$ cat src/rtl/f_pc_gen.sv
// Fetch PC generator: priority redirect mux, stall hold, optional return-address stack.
// Define PC_RAS_EN to build the return-address stack; without it ras_push/ras_pop are ignored.
module f_pc_gen #(
  parameter int unsigned WIDTH = 32,
  parameter logic [WIDTH-1:0] RESET_VEC = WIDTH'(32'h0000_3000),
  parameter logic [WIDTH-1:0] EXC_VEC = WIDTH'(32'h0000_4180),
  parameter int unsigned RAS_DEPTH = 4
) (
  input  logic             clk,
  input  logic             reset,
  input  logic             en,
  input  logic             br_valid,
  input  logic [WIDTH-1:0] br_target,
  input  logic             jmp_valid,
  input  logic [WIDTH-1:0] jmp_target,
  input  logic             exc_valid,
  input  logic             eret_valid,
  input  logic [WIDTH-1:0] epc,
  input  logic             ras_push,
  input  logic [WIDTH-1:0] ras_push_addr,
  input  logic             ras_pop,
  output logic [WIDTH-1:0] pc,
  output logic [WIDTH-1:0] instr_addr,
  output logic             pc_misalign,
  output logic             redirect,
  output logic             ras_empty
);

  logic [WIDTH-1:0] pc_q;
  logic [WIDTH-1:0] pc_d;
  logic [WIDTH-1:0] pc_inc;
  logic             redirect_q;
  logic             redirect_d;
  logic             ras_hit;
  logic [WIDTH-1:0] ras_top;
  logic             ras_op;

  assign ras_op = en & ~exc_valid & ~eret_valid;

`ifdef PC_RAS_EN
  localparam int unsigned PW = $clog2(RAS_DEPTH);
  localparam logic [PW:0] FULL = (PW + 1)'(RAS_DEPTH);

  logic [WIDTH-1:0] stack_q [RAS_DEPTH];
  logic [PW-1:0]    top_q;
  logic [PW:0]      cnt_q;
  logic             do_push;
  logic             do_pop;

  assign ras_empty = (cnt_q == '0);
  assign ras_top   = stack_q[top_q];
  assign ras_hit   = ras_pop & ~ras_empty;
  assign do_push   = ras_op & ras_push;
  assign do_pop    = ras_op & ras_hit;

  // Circular buffer: a push on a full stack naturally overwrites the oldest slot.
  always_ff @(posedge clk or negedge reset) begin
    if (!reset) begin
      top_q <= '0;
      cnt_q <= '0;
    end else if (exc_valid) begin
      cnt_q <= '0;
    end else if (do_push && do_pop) begin
      top_q <= top_q;
    end else if (do_push) begin
      top_q <= top_q + 1'b1;
      if (cnt_q != FULL) cnt_q <= cnt_q + 1'b1;
    end else if (do_pop) begin
      top_q <= top_q - 1'b1;
      cnt_q <= cnt_q - 1'b1;
    end
  end

  always_ff @(posedge clk) begin
    if (do_push && do_pop) stack_q[top_q] <= ras_push_addr;
    else if (do_push) stack_q[top_q + 1'b1] <= ras_push_addr;
  end
`else
  logic unused_ras;

  assign unused_ras = ^{ras_push, ras_pop, ras_push_addr};
  assign ras_empty  = 1'b1;
  assign ras_hit    = 1'b0;
  assign ras_top    = '0;
`endif

  assign pc_inc = pc_q + WIDTH'(4);

  always_comb begin
    pc_d       = pc_q;
    redirect_d = 1'b0;
    if (exc_valid) begin
      pc_d       = EXC_VEC;
      redirect_d = 1'b1;
    end else if (eret_valid) begin
      pc_d       = epc;
      redirect_d = 1'b1;
    end else if (!en) begin
      pc_d       = pc_q;
    end else if (br_valid) begin
      pc_d       = br_target;
      redirect_d = 1'b1;
    end else if (jmp_valid) begin
      pc_d       = jmp_target;
      redirect_d = 1'b1;
    end else if (ras_hit) begin
      pc_d       = ras_top;
      redirect_d = 1'b1;
    end else begin
      pc_d       = pc_inc;
    end
  end

  always_ff @(posedge clk or negedge reset) begin
    if (!reset) begin
      pc_q       <= RESET_VEC;
      redirect_q <= 1'b0;
    end else begin
      pc_q       <= pc_d;
      redirect_q <= redirect_d;
    end
  end

  assign pc          = pc_q;
  assign instr_addr  = pc_q;
  assign pc_misalign = |pc_q[1:0];
  assign redirect    = redirect_q;

endmodule

$ cat config.mk
export PLATFORM = sky130hd
export DESIGN_NAME = f_pc_gen
export DESIGN_NICKNAME = d
export VERILOG_FILES = /design/src/rtl/f_pc_gen.sv
export SDC_FILE = /design/constraint.sdc
export NUM_CORES = 1
export LEC_CHECK = 0
export ABC_AREA = 1
export BUFFER_PORTS_ARGS = -buffer_cell sky130_fd_sc_hd__buf_2
export CAP_MARGIN = 20
export CORE_AREA = 2 2 62 123
export CTS_BUF_LIST = sky130_fd_sc_hd__clkbuf_2
export CTS_CLUSTER_DIAMETER = 120
export DETAILED_ROUTE_END_ITERATION = 8
export DIE_AREA = 0 0 64 125
export PLACE_DENSITY_LB_ADDON = 0.12
export SKIP_CTS_REPAIR_TIMING = 1
export SYNTH_ARGS = -nofsm -noshare
export SYNTH_HDL_FRONTEND = slang
export SYNTH_SLANG_ARGS = --single-unit
$ cat constraint.sdc
create_clock -name clk -period 3.6 [get_ports clk]
set_clock_uncertainty 0.15 [all_clocks]
set_input_delay 0.72 -clock clk [delete_from_list [all_inputs] [get_ports clk]]
set_output_delay 0.72 -clock clk [all_outputs]
set_load 0.05 [all_outputs]
After elaboration in Yosys (flattened, before gate mapping):

Index checks and enable logic that the tools add are counted.

* $add $sub $neg: 1
* multiply operators: 0
* reductions and logical operators: 2
* $lt $le $gt $ge: 0
* bitwise gates (word level): 0
* div/mod/pow operators: 0
* multiplexer cells: 10
* equality and inequality tests: 0
* shift operators: 0

Operators by type and width (number)
* 2-to-1 mux 32 bit: 5
* adder 32 x 3 -> 32 bit, second input constant: 1
* 2-to-1 mux 1 bit: 5
* nonzero test 3 bit: 1
* OR reduction 2 bit: 1

* memories: 0
* memory bits (read-only): 0
* bits in latches: 0
* bits in registers: 33
* bits of input ports: 137
* word-level logic and storage cells: 15
* output and inout bits: 67
* RAM bits: 0

Longest topological paths before layout:

Gate-level depths: netlist of the first run.

* depth in word-level cells: 6
* mapped depth: 13
* gate-level depth less buffers: 13

Least setup slack after synthesis of the first run:

Ideal clock, no wire load.

* path type: flip-flop to flip-flop
* from: register pc_q[3], in the netlist instr_addr[3]
* to: register pc_q[28], in the netlist instr_addr[28]
* setup time: 118 ps
* path buffers: 0
* arrival time: 1836 ps
* stages on the path, launching flop included: 13
* slack: 1496 ps
* cells stage by stage: dfrtp_1 > ha_1 > nand2_1 > nor2_4 > nand2_4 > nor2_4 > nand3_1 > nand2_1 > nand2_1 > nand2_1 > nand2_1 > nand2_1 > nand2_1

* longest elaborated chain between the ends: 6

Ends and longest elaborated chain
* from (decl): line 29 `logic [WIDTH-1:0] pc_q;`
* from (signal assigned): line 119 `pc_q <= pc_d;`
* adder 32 x 3 -> 32 bit: line 87 `assign pc_inc = pc_q + WIDTH'(4);`
* 2-to-1 mux 32 bit: line 103 `end else if (jmp_valid) begin`
* 2-to-1 mux 32 bit: line 100 `end else if (br_valid) begin`
* 2-to-1 mux 32 bit: line 98 `end else if (!en) begin`
* 2-to-1 mux 32 bit: line 95 `end else if (eret_valid) begin`
* 2-to-1 mux 32 bit: line 92 `if (exc_valid) begin`

No other way between the ends. The select of a mux whose other input is x is not followed.
A chain may end at the register's enable or synchronous reset.

Worst setup path after layout of the first run:

* from: input br_valid
* to: register pc_q[14], in the netlist instr_addr[14]

* longest elaborated chain between the ends: 4

Ends and longest elaborated chain
* from (decl): line 12 `input logic br_valid,`
* 2-to-1 mux 32 bit: line 100
* 2-to-1 mux 32 bit: line 98
* 2-to-1 mux 32 bit: line 95
* 2-to-1 mux 32 bit: line 92

No other way between the ends. The select of a mux whose other input is x is not followed.

==> results of run 1 <==
[metrics by stage]
| step | hold slack [ns] | setup slack, ns | std cells | area, sq um | power (mW) |
|---|---|---|---|---|---|
| 2_1_floorplan | 0.274 | 1.50 | 550 | 3290 | 0.931 |
| 3_3_place_gp | 0.352 | 0.833 | 762 | 3930 | 1.05 |
| 3_5_place_dp | 0.356 | 0.813 | 762 | 3930 | 1.05 |
| 6_report | 0.198 | 1.29 | 771 | 3970 | 1.23 |
| 4_1_cts | 0.207 | 1.28 | 770 | 3960 | 1.24 |
| 5_1_grt | 0.229 | 1.03 | 771 | 3970 | 1.31 |
[routing by layer]
layer	vias to the layer above	track usage (%)	routed length, um
li1	1946	-	-
met1	1621	29.9	3900
met2	128	44.3	4820
met3	6	3.15	570
met4	0	7.42	121
met5	-	0	0
[state kept, by name, indices dropped and copies added (netlist names)]
| register | cells |
|---|---|
| instr_addr | 32 |
| redirect | 1 |
[synthesized netlist by cell type]
master,n
ha_1,1
xnor2_1,4
and2_1,2
buf_2,6
o221ai_1,2
nand2_4,2
a22o_1,1
a21oi_1,7
conb_1,1
nor2_4,8
o31a_1,1
o211ai_1,2
o21bai_1,2
o22ai_1,26
a22oi_1,3
xor2_1,3
inv_2,4
buf_1,3
nor2_8,1
nand2_1,204
nor2_2,2
clkbuf_1,5
buf_6,1
buf_4,36
nand3b_1,7
o21ai_1,6
nor2_1,81
inv_1,48
o21ai_0,14
nand2_2,6
dfrtp_1,31
o31ai_1,1
nand3_1,27
dfstp_2,2
[where the power goes]
part           total (mW)  internal [mW]  switching, mW
Clock               0.187         0.0423          0.145
Combinational       0.585          0.161          0.424
Sequential          0.460          0.406         0.0547
[worst max-delay path: stages]
cell	delay (ns)
buf_2	0.14
inv_2	0.42
nand2_2	0.50
inv_1	0.30
a22o_1	0.16
inv_1	0.04
nand2_1	0.05
nand2_1	0.04
a22oi_1	0.14
[layout make-up]
type / instances / area share, %
antenna: 1 / 0.0631
clock buffer: 5 / 0.631
clock inverter: 3 / 0.316
inverter: 52 / 4.92
multi-input combinational: 414 / 48.5
sequential: 33 / 20.9
tap: 92 / 2.90
timing repair buffer: 171 / 21.8
[path summary, 6_finish.rpt]
path | cells after the start | to | slack (ns) | start
worst max register to register | 11 | instr_addr[16] | 1.67 | instr_addr[2]
worst min-delay path | 1 | instr_addr[6] | 0.20 | reset
worst max-delay path | 9 | instr_addr[14] | 1.29 | br_valid
max in group asynchronous | 1 | instr_addr[30] | 2.62 | reset
worst min register to register | 2 | instr_addr[12] | 0.38 | instr_addr[12]
min in group clk | 3 | instr_addr[5] | 0.37 | epc[5]
[layout by cell type (no fill, tap or decap), types with 3 or more instances in the layout]
cell      count
nand2_1     204
buf_2       168
nor2_1       81
inv_1        47
dfrtp_1      31
nand3_1      27
o22ai_1      26
o21ai_0      14
nor2_4        8
a21oi_1       7
nand3b_1      7
nand2_2       6
o21ai_1       6
clkbuf_2      5
inv_2         4
xnor2_1       4
clkinv_1      3
a22oi_1       3
xor2_1        3
buf_4         3
[cells by family after synthesis]
kind of cell,Yosys count,share of synthesized area (%)
AND/OR/NAND/NOR,340,44.2
buffers and inverters,103,16.3
AO/OA/AOI/OAI,65,11.9
flip-flops,33,25.2
XOR/XNOR,7,1.86
adder cells (fa/ha/maj),1,0.380
other,1,0.114
==> flow_summary.yaml, run 1 <==
clock_network:
  cts.sinks: 33
  ctsHtreeMaxLevel: 2
  cts_buffer_depth: 2
  cts_root_buffer: "clkbuf_2"
  cts_tree: "done"
  path_clk_slew_ns: 0.18
  worstSkewPairLatency_ns: 0.42
  cts_buffers: 5
cells_and_area:
  seq_area_sq_um: 828
  multi_input_area_sq_um: 1920
  fin_util_pct: 55.8
  drive_above_1_share_pct: 29.8
  layout.nets: 815
  area_growth_pct: 20.6
  fillerInstances: 781
synthesis:
  yosysTopAreaCellShare_pct: 23.6
  syn_nets: 688
  yosys-top-cells-area: "dfrtp_1 24%, nand2_1 23%, nor2_1 9.2%"
  yosysUniqueCellTypes: 34
  synth_largest_area_cell: "dfrtp_1"
  ys_warn_count: 0
  synth-seq-area-share_pct: 25.2
  yosys_register_bits: 33
  syn-cell-area_sq_um: 3290
  netlist_instances: 550
  synth_area_per_cell_sq_um: 5.98
sta:
  tightest_slew_ns: 0.786
  tns_ns: 0
  fmaxAchievable_ghz: 0.432
  hold_viol: 0
  rsz0062_at_grt: "false"
  maxSlewViolCount: 0
  slew_headroom_pct: 47.6
  period_needed_ns: 2.31
  finalSetupViolations: 0
  timing.final.crit_share_pct: 64.3
pwr:
  powerDensity_nw_per_um2: 311
  leakage_nw: 2.20
  vdd_drop_max_uv: 213
worst_setup_path:
  path_class: "in2reg"
  cp.required_ns: 3.81
  worstPathMaxFanout: 28
  end_kind: "flip-flop"
  cp-start-kind: "primary input"
  arrival_ns: 2.52
drt:
  drt_iter0_drc: 141
  via_per_inst: 4.80
  antenna_left: 0
  post_drt_wl_per_cell_um: 12.2
  vias: 3701
  remaining_drc_errors: 0
  wl_um: 9410
  dr.pass1.iters: 4
grt:
  grt_pass1_vias: 3400
  antenna_found_initial: 1
  grt-ovfl-total: 0
  grt_usage_pct: 24.7
  grt_pass1_wl_um: 15800
  grt_start_max_net_pins: 34
flow_run:
  drv_cap: 0
die:
  rows: 44
  coreArea_sq_um: 7100
  die_area_sq_um: 8000
  dieHeight_um: 125
  start_util_pct: 46.3
  pin_count: 204
  fp.dieW_um: 64
place:
  portBuffers: 168
  place_congestion: 0.949
  hpwl_um: 7100
min_path:
  hold_path.class: "in2async"
outcome:
  status: "completed"
Note: power is estimated with default switching activity, not from simulation.
==> run 2: changes to the inputs <==
- CORE_AREA: 2 2 62 123 -> 2 2 67 132
- DIE_AREA: 0 0 64 125 -> 0 0 69 134
- clock period: 3.6 -> 1.9 ns (I/O delays scaled with it)
==> flow_summary.yaml, run 2 (synthesis results as in run 1) <==
outcome:
  status: "completed"
die:
  rows: 47
  start_util_pct: 39.9
  coreArea_sq_um: 8230
  pin_count: 204
  dieHeight_um: 134
  die_area_sq_um: 9250
  fp.dieW_um: 69
cells_and_area:
  n_antenna_cell: 0
  drive_above_1_share_pct: 36.4
  area_growth_pct: 31.7
  largest_register_ffs: 32
  most-common-layout-cells: "198 x nand2_1, 162 x buf_2, 73 x nor2_1"
  final_common_cell: "nand2_1"
  fillerInstances: 890
  fin_util_pct: 52.6
  layout.nets: 843
sta:
  setup_ws_ns: 0.0639
  finalSetupViolations: 0
  fmaxAchievable_ghz: 0.545
  maxSlewViolCount: 0
  hold_viol: 0
  slew_headroom_pct: 65.7
  rsz0062_at_grt: "true"
  period_needed_ns: 1.84
  timing.final.crit_share_pct: 96.6
  tightest_slew_ns: 0.514
worst_setup_path:
  critical_path.max_stage_delay_ns: 0.47
  reg2reg_depth: 12
  r2r_slack_ns: 0.06
  cp.required_ns: 1.37
  end_kind: "output pin"
  worstPathMaxFanout: 5
  crit_path_top_delay_cell: "dfrtp_1"
  path_cells: "buf_4 > buf_2"
  r2r-end: "instr_addr[20]"
  path_class: "reg2out"
  timing.rr.start: "instr_addr[3]"
  arrival_ns: 1.31
  cp-start-kind: "flip-flop"
drt:
  dr.pass1.iters: 4
  vias: 3961
  antenna_left: 0
  drt_iter0_drc: 124
  wl_um: 11700
  remaining_drc_errors: 0
  via_per_inst: 4.93
  post_drt_wl_per_cell_um: 14.6
grt:
  grt_usage_pct: 25.3
  antenna_found_initial: 0
  grt_pass1_wl_um: 18600
  grt_start_max_net_pins: 35
  grt_pass1_vias: 3890
  grt-ovfl-total: 0
clock_network:
  cts_buffer_depth: 2
  cts.sinks: 33
  worstSkewPairLatency_ns: 0.42
  cts_tree: "done"
  cts_root_buffer: "clkbuf_2"
  ctsHtreeMaxLevel: 2
  path_clk_slew_ns: 0.19
  cts_buffers: 5
min_path:
  holdCritStartpoint: "epc[5]"
  hold_end: "instr_addr[5]"
  hold_path.class: "in2reg"
  holdPathStages: 3
place:
  pre_cts_ws_ns: 0.0806
  portBuffers: 168
  place_congestion: 0.892
  hpwl_um: 9280
pwr:
  powerDensity_nw_per_um2: 574
  vdd_drop_max_uv: 307
  leakage_nw: 2.35
flow_run:
  drv_cap: 0
## run 2: cell types whose count changed in the layout (fill, tap and decap cells not counted), moves of 4 or more
cell | before | now
buf_4 | 3 | 27
dfrtp_1 | 31 | 22
dfrtp_2 | 0 | 9
nor2_1 | 81 | 73
buf_2 | 168 | 162
clkbuf_4 | 0 | 6
nand2_1 | 204 | 198
nand2_2 | 6 | 11
nor2_2 | 2 | 6
nor2_4 | 8 | 12
## run 2: worst max-delay path, delay by kind of cell, from the launching register on
family | cells | cell delay, ns
DFF | 1 | 0.47
buffers and inverters | 2 | 0.43
## run 2: worst max-delay path by stage
stage,startpoint,end,slack [ns],cells after the start
after floorplan,instr_addr[9],instr_addr[28],-0.01,11
after global placement,instr_addr[13],instr_addr[17],0.1,10
after detailed placement,instr_addr[13],instr_addr[17],0.08,10
after CTS,instr_addr[12],pc[12],0.001,1
after global routing,instr_addr[3],instr_addr[20],-0.06,12
final,instr_addr[27],instr_addr[27],0.06,2
## run 2: cell type report
class | count | area (sq um) | share of cell area, %
clock buffer | 7 | 35.0 | 0.809
clock inverter | 1 | 3.75 | 0.0867
inverter | 52 | 195 | 4.51
tap | 98 | 123 | 2.83
sequential | 33 | 840 | 19.4
multi-input combinational | 414 | 2010 | 46.3
timing repair buffer | 199 | 1130 | 26.1
## run 2: through the flow
step | cells | instance area [sq um] | power [mW] | hold WS (ns) | TNS [ns]
CTS | 798 | 4190 | 2.48 | -0.270 | 0
finish | 804 | 4330 | 2.48 | 0.0326 | 0
global placement | 790 | 4150 | 2.08 | 0.229 | 0
floorplan | 550 | 3310 | 1.77 | -0.0656 | -0.0131
detailed placement | 790 | 4150 | 2.09 | 0.231 | 0
global route | 804 | 4330 | 2.63 | 0.0163 | -0.222
## run 2: power breakdown
part	internal (mW)	switching, mW	total, mW
combinational	0.371	0.863	1.23
clock	0.0983	0.281	0.380
sequential	0.772	0.0988	0.871
total	1.24	1.24	2.48
## run 2: routing by layer
layer	wire, um	GRT usage, %
met1	4160	24.8
met2	6780	51.7
met3	419	2.93
met4	366	10.2
met5	0	0
==> run 3: changes to the inputs <==
- MAX_ROUTING_LAYER: default -> met4
==> flow_summary.yaml, run 3 (synthesis results as in run 1) <==
sta:
  rsz0062_at_grt: "true"
  maxSlewViolCount: 0
  period_needed_ns: 1.85
  timing.final.crit_share_pct: 97.2
  fmaxAchievable_ghz: 0.542
  hold_viol: 0
  finalSetupViolations: 0
die:
  pin_count: 204
  start_util_pct: 39.9
  coreArea_sq_um: 8230
  die_area_sq_um: 9250
  rows: 47
  dieHeight_um: 134
  fp.dieW_um: 69
worst_setup_path:
  cp_num_buf_inv: 1
  timing.critical_path.from: "instr_addr[13]"
  cp_top_family: "flip-flops"
  end_kind: "output pin"
  timing.rr.start: "instr_addr[13]"
  cp-start-kind: "flip-flop"
  path_class: "reg2out"
  path_cells: "clkbuf_4"
  arrival_ns: 1.32
  worstPathMaxFanout: 5
  cp.required_ns: 1.37
  critical_path.max_stage_delay_ns: 0.64
  crit_path_top_delay_cell: "dfstp_2"
cells_and_area:
  drive_above_1_share_pct: 37.3
  most-common-layout-cells: "195 x nand2_1, 164 x buf_2, 72 x nor2_1"
  area_growth_pct: 33.0
  layout.nets: 847
  final_common_cell: "nand2_1"
  multi_input_area_sq_um: 2010
  largest_register_ffs: 32
  layout.cells.non_filler: 809
  seq_area_sq_um: 843
  fin_area_sq_um: 4370
  fillerInstances: 891
place:
  placed_cells: 791
  portBuffers: 168
  hpwl_um: 9220
  place_congestion: 0.902
  place_area_sq_um: 4160
grt:
  antenna_found_initial: 1
  grt_pass1_wl_um: 18300
  grt_usage_pct: 25.7
  grt_start_max_net_pins: 35
  grt-ovfl-total: 0
  grt_pass1_vias: 3958
drt:
  antenna_left: 0
  remaining_drc_errors: 0
  dr.pass1.iters: 4
  wl_um: 11700
  via_per_inst: 4.92
  vias: 3978
  drt_iter0_drc: 94
  post_drt_wl_per_cell_um: 14.5
clock_network:
  cts_tree: "done"
  cts_buffer_depth: 2
  cts_buffers: 5
  ctsHtreeMaxLevel: 2
  path_clk_slew_ns: 0.20
  cts_root_buffer: "clkbuf_2"
  worstSkewPairLatency_ns: 0.42
  cts.sinks: 33
outcome:
  status: "completed"
pwr:
  powerDensity_nw_per_um2: 568
  vdd_drop_max_uv: 319
  leakage_nw: 2.37
min_path:
  hold_path.class: "in2reg"
  holdCritStartpoint: "epc[5]"
flow_run:
  drv_cap: 0
==> run 3: metal layers <==
layer  vias to the layer above  global-route usage [%]  wire length (um)
li1                       2017                       -                 -
met1                      1812                    24.3              4240
met2                       122                    50.4              6680
met3                        27                    2.85               433
met4                         0                    11.3               389
met5                         -                       -                 0
==> run 3: cell type report <==
cell class	count	share of cell area, %
antenna	1	0.0572
tap	98	2.80
clock inverter	3	0.286
inverter	52	4.46
clock buffer	5	0.572
multi-input combinational	414	45.9
timing repair buffer	203	26.7
sequential	33	19.3
==> run 3: worst paths after layout <==
path	endpoint	slack (ns)	cells past startpoint
min in group asynchronous	instr_addr[27]	0.21	2
hold reg to reg	instr_addr[12]	0.40	2
setup / recovery	pc[13]	0.05	1
setup reg to reg	instr_addr[15]	0.08	10
hold / removal	instr_addr[5]	0.03	3
max in group asynchronous	instr_addr[15]	0.85	3
==> run 3: report_power, final <==
group	switching (mW)	total, mW	internal, mW
combinational	0.868	1.25	0.385
clock	0.280	0.361	0.0804
sequential	0.0966	0.870	0.774
==> run 3: stage by stage <==
stage / TNS, ns / setup slack, ns / power [mW] / hold WS [ns] / util [%]
after global routing: -0.255 / -0.0392 / 2.62 / 0.0182 / 53.1
after floorplan: -0.0131 / -0.0131 / 1.77 / -0.0656 / -
after detailed placement: 0 / 0.0575 / 2.09 / 0.149 / 50.5
after global placement: 0 / 0.0954 / 2.08 / 0.151 / 50.5
after CTS: -0.0245 / -0.0120 / 2.45 / -0.353 / 51.0
final: 0 / 0.0536 / 2.48 / 0.0264 / 53.1
